===== src/rtl/control_pkg.sv =====
// Shared definitions for the multi-cycle control unit: FSM states, opcode map
// and ALU select bit positions.
package control_pkg;

  typedef enum logic [2:0] {
    ST_FETCH     = 3'd0,
    ST_DECODE    = 3'd1,
    ST_EXECUTE   = 3'd2,
    ST_INCREMENT = 3'd3,
    ST_HALT      = 3'd4
  } state_e;

  localparam int OPCODE_W = 4;

  localparam logic [OPCODE_W-1:0] OP_LOAD = 4'h0;
  localparam logic [OPCODE_W-1:0] OP_ADD  = 4'h1;
  localparam logic [OPCODE_W-1:0] OP_SUB  = 4'h2;
  localparam logic [OPCODE_W-1:0] OP_AND  = 4'h3;
  localparam logic [OPCODE_W-1:0] OP_IN   = 4'h4;
  localparam logic [OPCODE_W-1:0] OP_OUT  = 4'h5;
  localparam logic [OPCODE_W-1:0] OP_JMP  = 4'h6;
  localparam logic [OPCODE_W-1:0] OP_JZ   = 4'h7;
  localparam logic [OPCODE_W-1:0] OP_JNZ  = 4'h8;
  localparam logic [OPCODE_W-1:0] OP_JC   = 4'h9;
  localparam logic [OPCODE_W-1:0] OP_JNC  = 4'hA;
  localparam logic [OPCODE_W-1:0] OP_HLT  = 4'hF;

  localparam int ALU_S0 = 0;
  localparam int ALU_S1 = 1;
  localparam int ALU_S2 = 2;
  localparam int ALU_S3 = 3;
  localparam int ALU_S4 = 4;

  function automatic logic is_jump(input logic [OPCODE_W-1:0] op);
    return (op >= OP_JMP) && (op <= OP_JNC);
  endfunction

endpackage


===== src/rtl/status_flags.sv =====
// Carry/zero status registers, loaded from the ALU flags on request and frozen
// while the clock enable is low.
module status_flags (
  input  logic clock_i,
  input  logic clear_i,
  input  logic ce_i,
  input  logic load_i,
  input  logic carry_i,
  input  logic zero_i,
  output logic carry_o,
  output logic zero_o
);

  logic carry_q, carry_d;
  logic zero_q, zero_d;

  always_comb begin
    carry_d = carry_q;
    zero_d  = zero_q;
    if (ce_i && load_i) begin
      carry_d = carry_i;
      zero_d  = zero_i;
    end
  end

  always_ff @(posedge clock_i or posedge clear_i) begin
    if (clear_i) begin
      carry_q <= 1'b0;
      zero_q  <= 1'b0;
    end else begin
      carry_q <= carry_d;
      zero_q  <= zero_d;
    end
  end

  assign carry_o = carry_q;
  assign zero_o  = zero_q;

endmodule


===== src/rtl/control_unit.sv =====
// Multi-cycle fetch/decode/execute/increment controller with memory-ready wait
// states, clock enable, conditional jumps on registered flags and HALT.
module control_unit #(
  parameter int IR_W = 8,
  parameter int OP_W = 4
) (
  input  logic            clock,
  input  logic            clear,
  input  logic            clock_enable,
  input  logic [IR_W-1:0] ir,
  input  logic            carry,
  input  logic            zero,
  input  logic            mem_ready,
  output logic            mux_a,
  output logic            mux_b,
  output logic            mux_c,
  output logic            en_da,
  output logic            en_pc,
  output logic            en_in,
  output logic            ram_we,
  output logic [4:0]      alu_sel,
  output logic            halted
);
  import control_pkg::*;

  if (OP_W != OPCODE_W) begin : g_bad_op_w
    $error("control_unit: opcode map needs OP_W == 4");
  end
  if (IR_W < OP_W) begin : g_bad_ir_w
    $error("control_unit: IR_W must be at least OP_W");
  end

  logic [OPCODE_W-1:0] op;
  assign op = ir[IR_W-1 -: OP_W];

  if (IR_W > OP_W) begin : g_operand
    logic unused_operand;
    assign unused_operand = ^ir[IR_W-OP_W-1:0];
  end

  state_e state_q, state_d;
  logic   carry_q, zero_q;
  logic   flag_load;
  logic   jump_taken;
  logic   op_alu_da;
  logic   dec_exe;

  assign op_alu_da = (op == OP_LOAD) || (op == OP_ADD) || (op == OP_SUB) ||
                     (op == OP_AND)  || (op == OP_IN);

  assign jump_taken = (op == OP_JMP) ||
                      ((op == OP_JZ)  &&  zero_q)  ||
                      ((op == OP_JNZ) && !zero_q)  ||
                      ((op == OP_JC)  &&  carry_q) ||
                      ((op == OP_JNC) && !carry_q);

  assign flag_load = (state_q == ST_EXECUTE) &&
                     ((op == OP_ADD) || (op == OP_SUB) || (op == OP_AND));

  status_flags u_flags (
    .clock_i (clock),
    .clear_i (clear),
    .ce_i    (clock_enable),
    .load_i  (flag_load),
    .carry_i (carry),
    .zero_i  (zero),
    .carry_o (carry_q),
    .zero_o  (zero_q)
  );

  always_ff @(posedge clock or posedge clear) begin
    if (clear) begin
      state_q <= ST_FETCH;
    end else if (clock_enable) begin
      state_q <= state_d;
    end
  end

  always_comb begin
    state_d = state_q;
    en_in   = 1'b0;
    en_da   = 1'b0;
    en_pc   = 1'b0;
    ram_we  = 1'b0;
    mux_a   = 1'b0;
    halted  = 1'b0;
    unique case (state_q)
      ST_FETCH: begin
        en_in = 1'b1;
        if (mem_ready) state_d = ST_DECODE;
      end
      ST_DECODE: state_d = ST_EXECUTE;
      ST_EXECUTE: begin
        if (op_alu_da) begin
          en_da   = 1'b1;
          state_d = ST_INCREMENT;
        end else if (op == OP_OUT) begin
          ram_we = 1'b1;
          if (mem_ready) state_d = ST_INCREMENT;
        end else if (is_jump(op)) begin
          // A taken jump loads the target directly and skips INCREMENT.
          if (jump_taken) begin
            en_pc   = 1'b1;
            state_d = ST_FETCH;
          end else begin
            state_d = ST_INCREMENT;
          end
        end else if (op == OP_HLT) begin
          state_d = ST_HALT;
        end else begin
          state_d = ST_INCREMENT;
        end
      end
      ST_INCREMENT: begin
        en_pc   = 1'b1;
        mux_a   = 1'b1;
        state_d = ST_FETCH;
      end
      ST_HALT: halted = 1'b1;
      default: state_d = ST_FETCH;
    endcase
  end

  assign mux_b = (op == OP_LOAD) || (op == OP_ADD) || (op == OP_SUB) || (op == OP_AND);
  assign mux_c = (op == OP_IN) || (op == OP_OUT);

  assign dec_exe = (state_q == ST_DECODE) || (state_q == ST_EXECUTE);

  always_comb begin
    alu_sel         = '0;
    alu_sel[ALU_S0] = dec_exe && ((op == OP_AND) || (op == OP_IN) ||
                                  (op == OP_LOAD) || is_jump(op));
    alu_sel[ALU_S1] = dec_exe && ((op == OP_LOAD) || (op == OP_IN) ||
                                  (op == OP_OUT) || is_jump(op));
    alu_sel[ALU_S2] = (state_q == ST_INCREMENT) || (dec_exe && (op == OP_SUB));
    alu_sel[ALU_S3] = dec_exe && (op == OP_SUB);
    alu_sel[ALU_S4] = (state_q == ST_INCREMENT);
  end

endmodule


===== config.mk =====
export PLATFORM = sky130hd
export DESIGN_NAME = control_unit
export DESIGN_NICKNAME = d
export VERILOG_FILES = /design/src/rtl/control_pkg.sv /design/src/rtl/status_flags.sv /design/src/rtl/control_unit.sv
export SDC_FILE = /design/constraint.sdc
export NUM_CORES = 1
export LEC_CHECK = 0
export CAP_MARGIN = 15
export CORE_MARGIN = 10
export CORE_UTILIZATION = 40
export CTS_BUF_LIST = sky130_fd_sc_hd__clkbuf_8
export CTS_CLUSTER_DIAMETER = 40
export DETAILED_ROUTE_END_ITERATION = 10
export PLACE_DENSITY = 0.89
export SLEW_MARGIN = 10
export SYNTH_ARGS = -nofsm -noshare
export SYNTH_HDL_FRONTEND = slang
export SYNTH_HIERARCHICAL = 1
export SYNTH_SLANG_ARGS = --single-unit

===== constraint.sdc =====
create_clock -name clock -period 2.15 [get_ports clock]
set_input_delay 0.43 -clock clock [delete_from_list [all_inputs] [get_ports clock]]
set_output_delay 0.43 -clock clock [all_outputs]
set_load 0.02 [all_outputs]

==> results of run 1 <==
final cells by class:
| class | instances | share of cell area |
|---|---|---|
| Clock buffer | 3 | 0.04728 |
| Clock inverter | 1 | 0.004298 |
| Inverter | 5 | 0.02149 |
| Multi-Input combinational cell | 50 | 0.3954 |
| Sequential cell | 5 | 0.1433 |
| Tap cell | 15 | 0.02149 |
| Timing Repair Buffer | 37 | 0.3668 |
layer usage:
metal | track usage | part of all wire | vias up
met4 | 0.07216 | 0.037 | 0
met2 | 0.1902 | 0.48 | 30
li1 | - | - | 309
met3 | 0.02697 | 0.060 | 7
met1 | 0.1162 | 0.42 | 278
met5 | 0 | 0 | -
power groups by stage:
| stage | sequential (µW) | combinational (µW) | clock [µW] |
|---|---|---|---|
| detailed placement | 176 | 627 | 0 |
| global placement | 171 | 615 | 0 |
| CTS | 175 | 601 | 171 |
| floorplan | 152 | 382 | 0 |
| finish | 176 | 590 | 166 |
| global route | 182 | 645 | 177 |
layout by cell type (no fill, tap or decap), types with 2 or more instances in the layout:
master,count
buf_4,15
clkdlybuf4s50_1,8
inv_1,6
nor2_1,6
dlygate4sd2_1,5
dfrtp_1,5
nor3_1,4
nand2b_1,3
nor2b_1,3
a21oi_1,3
clkbuf_8,3
a31oi_1,2
nand2_1,2
nand3_1,2
o21ai_1,2
clkbuf_2,2
dlymetal6s2s_1,2
clkdlybuf4s15_2,2
mux2_2,2
logic make-up (layout without fill, tap and decap cells):
family          after synthesis  after routing
compound gates               16             16
buf+inv                      12             46
simple gates                 31             31
flops                         5              5
xor+xnor                      1              1
mux                           2              2
flip-flops by register name, indices dropped and copies added (netlist names):
signal,cells
u_flags/carry_o,1
state_q,3
u_flags/zero_o,1
repair_timing:
item                       CTS  global route
cloned                       0             0
setup endpoints to repair    9             8
pin swaps                    1             0
gates resized for setup     27             6
hold endpoints to repair     0             0
how the worst max path moves through the flow:
stage | from | end | depth (start not counted)
after floorplan | ir[7] | alu_sel[2] | 4
after global placement | ir[4] | en_pc | 6
after detailed placement | ir[4] | en_pc | 6
after CTS | ir[7] | alu_sel[2] | 6
after global routing | ir[5] | en_da | 6
final | state_q[1] | alu_sel[4] | 3
stage by stage:
| step | util | power [µW] |
|---|---|---|
| 3_5_place_dp | 0.6588 | 802.5 |
| 4_1_cts | 0.6884 | 947.1 |
| 2_1_floorplan | - | 533.8 |
| 5_1_grt | 0.6884 | 1004 |
| 3_3_place_gp | 0.6588 | 786.0 |
| 6_report | 0.6884 | 931.9 |
worst max-delay path, cell delays in order, from the launching register on:
cell and delay [ns]:
dfrtp_1 0.42, nor2b_1 0.20, and2_1 0.19, clkdlybuf4s50_1 0.62
==> flow_summary_export.csv, run 1 <==
group,metric,value,unit
synthesis,synth_most_common_cell,"nor2_1",
pwr,p_comb_frac,0.634,
layout,final_cell_area,873.3,µm²
placed_design,post_dp_cell_area,835.8,µm²
critical_path,required,1.72,ns
grt,grt_pass1_wl,2967,µm
critical_path,critical_path_class,"reg -> out",
synthesis,synth_top_family_by_area,"simple AND/OR/NAND/NOR gates",
synthesis,syn_inst,67,
synthesis,seq_area_frac_synth,0.2364,
placed_design,dp_hpwl,1400,µm
routing,routed_wl,1676,µm
timing,rsz0062_at_grt,"true",
clocking,cts.sinks,5,
layout,layout.nets,116,
synthesis,synth_common_cells,"6 x nor2_1, 5 x dfrtp_1, 5 x inv_1",
floorplanning,std_cell_rows,13,
layout,multi_input_area,345.3,µm²
critical_path,rrSetupSlack,0.30,ns
min_path,hp-class,"in -> async",
timing,fin_crit_sh,0.9642,
critical_path,end_kind,"primary output",
timing,finalClockSkew,0.001268,ns
synthesis,synthAdderAreaFrac,0,
timing,timing_worst_slew_pin_value,0.3208,ns
timing,relSlewSlack,0.7841,
routing,viasPerCell,5.379,
clocking,clkLatencyLatePin,0.22,ns
layout,fillers,118,
placed_design,dp.cells,112,
grt,grt.overflow.total,0,
synthesis,yosys_warnings,6,
grt,grt_max_degree,10,
timing,period_needed,2.073,ns
pwr,p_sw,385.6,µW
routing,vias,624,
clocking,cts_root_buffer,"clkbuf_8",
clocking,cts_tree,"yes",
synthesis,synthMuxAreaShare,0.04255,
grt,grt_use_total,0.1107,
clocking,cts-hold-fix-buffers,0,
synthesis,yosys.area.top_type_share,0.2364,
clocking,cts_buffers,3,
floorplanning,core_area,0.001269,mm²
routing,drcViolationCount,0,
critical_path,worstPathMaxFanout,6,
timing,finalSetupTns,0,ns
pwr,intPower,546.3,µW
pwr,power_frac_clock,0.178,
synthesis,synth.area.top_cells,"dfrtp_1 24%, mux2_2 4.3%, nor2_1 4.3%",
synthesis,synth_nets,81,
layout,final_cells,116,
critical_path,rr_worst_depth,5,
floorplanning,dieArea,0.003178,mm²
outcome,status,"completed",
layout,final-seq-area,125.1,µm²
synthesis,synthArstFlopShare,1.000,
routing,drtPass1Iterations,4,
routing,antenna_left,0,
synthesis,synth_compound_area_frac,0.2175,
synthesis,ys_seq_elements,5,
pwr,vdd_drop_max,0.6423,mV
grt,grt_antenna_before_repair,0,
clocking,path_clk_slew,0.03,ns
layout,area_growth,65.01,%
timing,holdWs,0.3901,ns
critical_path,reg2reg_to,"u_flags/carry_o",
critical_path,cp.arrival,1.64,ns
clocking,htree_levels,1,
layout,antenna_cells,0,
pwr,swShare,0.4138,
routing,drt_iter0_markers,15,
critical_path,worstSetupStartpointType,"flop",
job,maxCapViolations,0,
layout,drive_gt1_frac,0.3069,
synthesis,synthXorXnorAreaFrac,0.01655,
placed_design,place_ws,-0.6427,ns
pwr,p_leak,0.0004192,µW
floorplanning,die_height,56.38,µm
synthesis,synth-edff-count,0,
pwr,power.density,1067,mW/mm²
synthesis,yosys.cell_types.count,37,
floorplanning,start_util,0.4172,
timing,hold_viol,0,
clocking,post_cts_buffers,0,
critical_path,reg2reg_from,"state_q[1]",
placed_design,gp_congestion,0.7889,
grt,grt_pass1_vias,668,
clocking,cts_max_path_buffers,2,
synthesis,syn_area,529.3,µm²
timing,slew_violations,0,
timing,setup_viol,0,
pwr,power_frac_seq,0.188,
floorplanning,die_w,56.38,µm
timing,fmax,0.4824,GHz
floorplanning,ios,27,
timing,post-route-worst-setup-slack,0.07690,ns
routing,wire_per_inst,14.45,µm
placed_design,portBuffers,22,
synthesis,ys.flop_type,"dfrtp_1",
synthesis,yosys.area_share.simple,0.3664,
synthesis,syn_area_per_cell,7.899,µm²
synthesis,yosysTopAreaCell,"dfrtp_1",
(Power assumes the default switching activity.)
==> run 2: changes to the inputs <==
- CTS_CLUSTER_SIZE: unset -> 25
- RECOVER_POWER: unset -> 100
==> flow_summary_export.csv, run 2 (same netlist as run 1, synthesis figures left out) <==
group,metric,value,unit
clocking,cts-hold-fix-buffers,0,
routing,routed_wl,1694,µm
timing,period_needed,2.078,ns
clocking,cts_max_path_buffers,2,
placed_design,dp_hpwl,1400,µm
clocking,post_cts_buffers,0,
clocking,cts_root_buffer,"clkbuf_8",
critical_path,worstPathMaxFanout,5,
placed_design,dp.cells,112,
pwr,p_leak,0.0004162,µW
floorplanning,core_area,0.001269,mm²
grt,grt_use_total,0.1107,
clocking,cts_buffers,3,
clocking,clkLatencyLatePin,0.22,ns
layout,antenna_cells,0,
layout,largest-register,"state_q",
critical_path,cp.arrival,1.65,ns
layout,final_cell_mix,"10 x buf_4, 7 x clkdlybuf4s50_1, 6 x inv_1, 6 x nor2_1, 6 x dlygate4sd2_1",
outcome,status,"completed",
layout,final_util,0.6765,
layout,layout_commonest_cell,"buf_4",
routing,viasPerCell,5.379,
clocking,cts_tree,"yes",
floorplanning,die_w,56.38,µm
job,maxCapViolations,0,
routing,drcViolationCount,0,
placed_design,gp_congestion,0.7889,
clocking,path_clk_slew,0.03,ns
timing,finalClockSkew,0.001268,ns
routing,antenna_left,0,
layout,area_growth,62.17,%
floorplanning,ios,27,
pwr,vdd_drop_max,0.6348,mV
placed_design,place_ws,-0.6427,ns
grt,grt_pass1_wl,2967,µm
timing,fin_crit_sh,0.9666,
grt,grt_pass1_vias,668,
routing,drt_iter0_markers,5,
clocking,cts.sinks,5,
pwr,power.density,1066,mW/mm²
timing,fmax,0.4812,GHz
routing,wire_per_inst,14.60,µm
placed_design,portBuffers,22,
floorplanning,dieArea,0.003178,mm²
grt,grt.overflow.total,0,
grt,grt_max_degree,10,
floorplanning,die_height,56.38,µm
floorplanning,std_cell_rows,13,
timing,timing_worst_slew_pin_value,0.2892,ns
layout,drive_gt1_frac,0.2673,
timing,post-route-worst-setup-slack,0.07174,ns
critical_path,worstSetupStartpointType,"input pin",
critical_path,end_kind,"primary output",
timing,rsz0062_at_grt,"true",
layout,fillers,121,
layout,final_cells,116,
min_path,hp-class,"in -> async",
timing,slew_violations,0,
routing,vias,624,
grt,grt_antenna_before_repair,0,
pwr,p_total,915.2,µW
timing,hold_viol,0,
routing,drtPass1Iterations,4,
critical_path,required,1.72,ns
layout,largest_reg_flops,3,
timing,relSlewSlack,0.8054,
layout,layout.nets,116,
critical_path,critical_path_class,"in -> out",
clocking,htree_levels,1,
floorplanning,start_util,0.4172,
timing,setup_viol,0,
run 2: final timing paths:
path                                      from         endpoint  slack (ns)  cells after the start
worst max-delay path                     ir[5]            en_da        0.07                      6
worst min-delay path                     clear  u_flags/carry_o        0.52                      2
worst max register to register      state_q[1]  u_flags/carry_o        0.33                      5
worst min register to register  u_flags/zero_o   u_flags/zero_o        0.53                      1
max in group asynchronous                clear       state_q[0]        1.49                      2
min in group clock              u_flags/zero_o   u_flags/zero_o        0.53                      1
run 2: per-stage QoR:
step / area, µm² / hold slack [ns] / setup TNS, ns
final: 858.3 / 0.5222 / 0
after global routing: 858.3 / 0.5406 / -0.05610
after CTS: 873.3 / 0.3925 / -0.09675
after detailed placement: 835.8 / 0.5314 / -3.968
after global placement: 835.8 / 0.5130 / -3.276
after floorplan: 529.3 / 0.1712 / 0
run 2: final cells by class:
| type | count | area, µm² | area share |
|---|---|---|---|
| clock inverter | 1 | 3.754 | 0.004373 |
| inverter | 5 | 18.77 | 0.02187 |
| clock buffer | 3 | 41.29 | 0.04810 |
| tap | 15 | 18.77 | 0.02187 |
| timing repair buffer | 37 | 310.3 | 0.3615 |
| sequential | 5 | 125.1 | 0.1458 |
| multi-input combinational | 50 | 340.3 | 0.3965 |
run 2: repair_timing:
item	4_1_cts	5_1_grt
cloned	0	0
pin swaps	1	0
endpoints found under the setup margin	9	8
resized for setup	27	6
run 2: routing by layer:
metal  up-vias  global-route usage  routed length, µm
met5         -                   0                  0
met4         0             0.07216                 62
met3         7             0.02697                 96
met2        28              0.1902                811
met1       280              0.1162                724
li1        309                   -                  -
run 2: where the power goes:
| group | switching [µW] | leakage, µW | internal [µW] | total, µW |
|---|---|---|---|---|
| Sequential | 40.4 | 0.0000617 | 135 | 175 |
| Combinational | 300 | 0.000328 | 274 | 574 |
| Clock | 43.8 | 0.0000269 | 122 | 166 |
| Total | 384 | 0.000416 | 531 | 915 |
run 2: worst max-delay path, cell delays in order:
cell and delay [ns]:
dlygate4sd2_1 0.28, clkbuf_1 0.16, nor2_1 0.18, nor2b_1 0.07, nor3_1 0.16, dlygate4sd2_1 0.37
==> run 3: changes to the inputs <==
- ABC_CLOCK_PERIOD_IN_PS: unset -> 2150
==> results of run 3 <==
Final layout, timing and power as in run 2 (identical DEF).
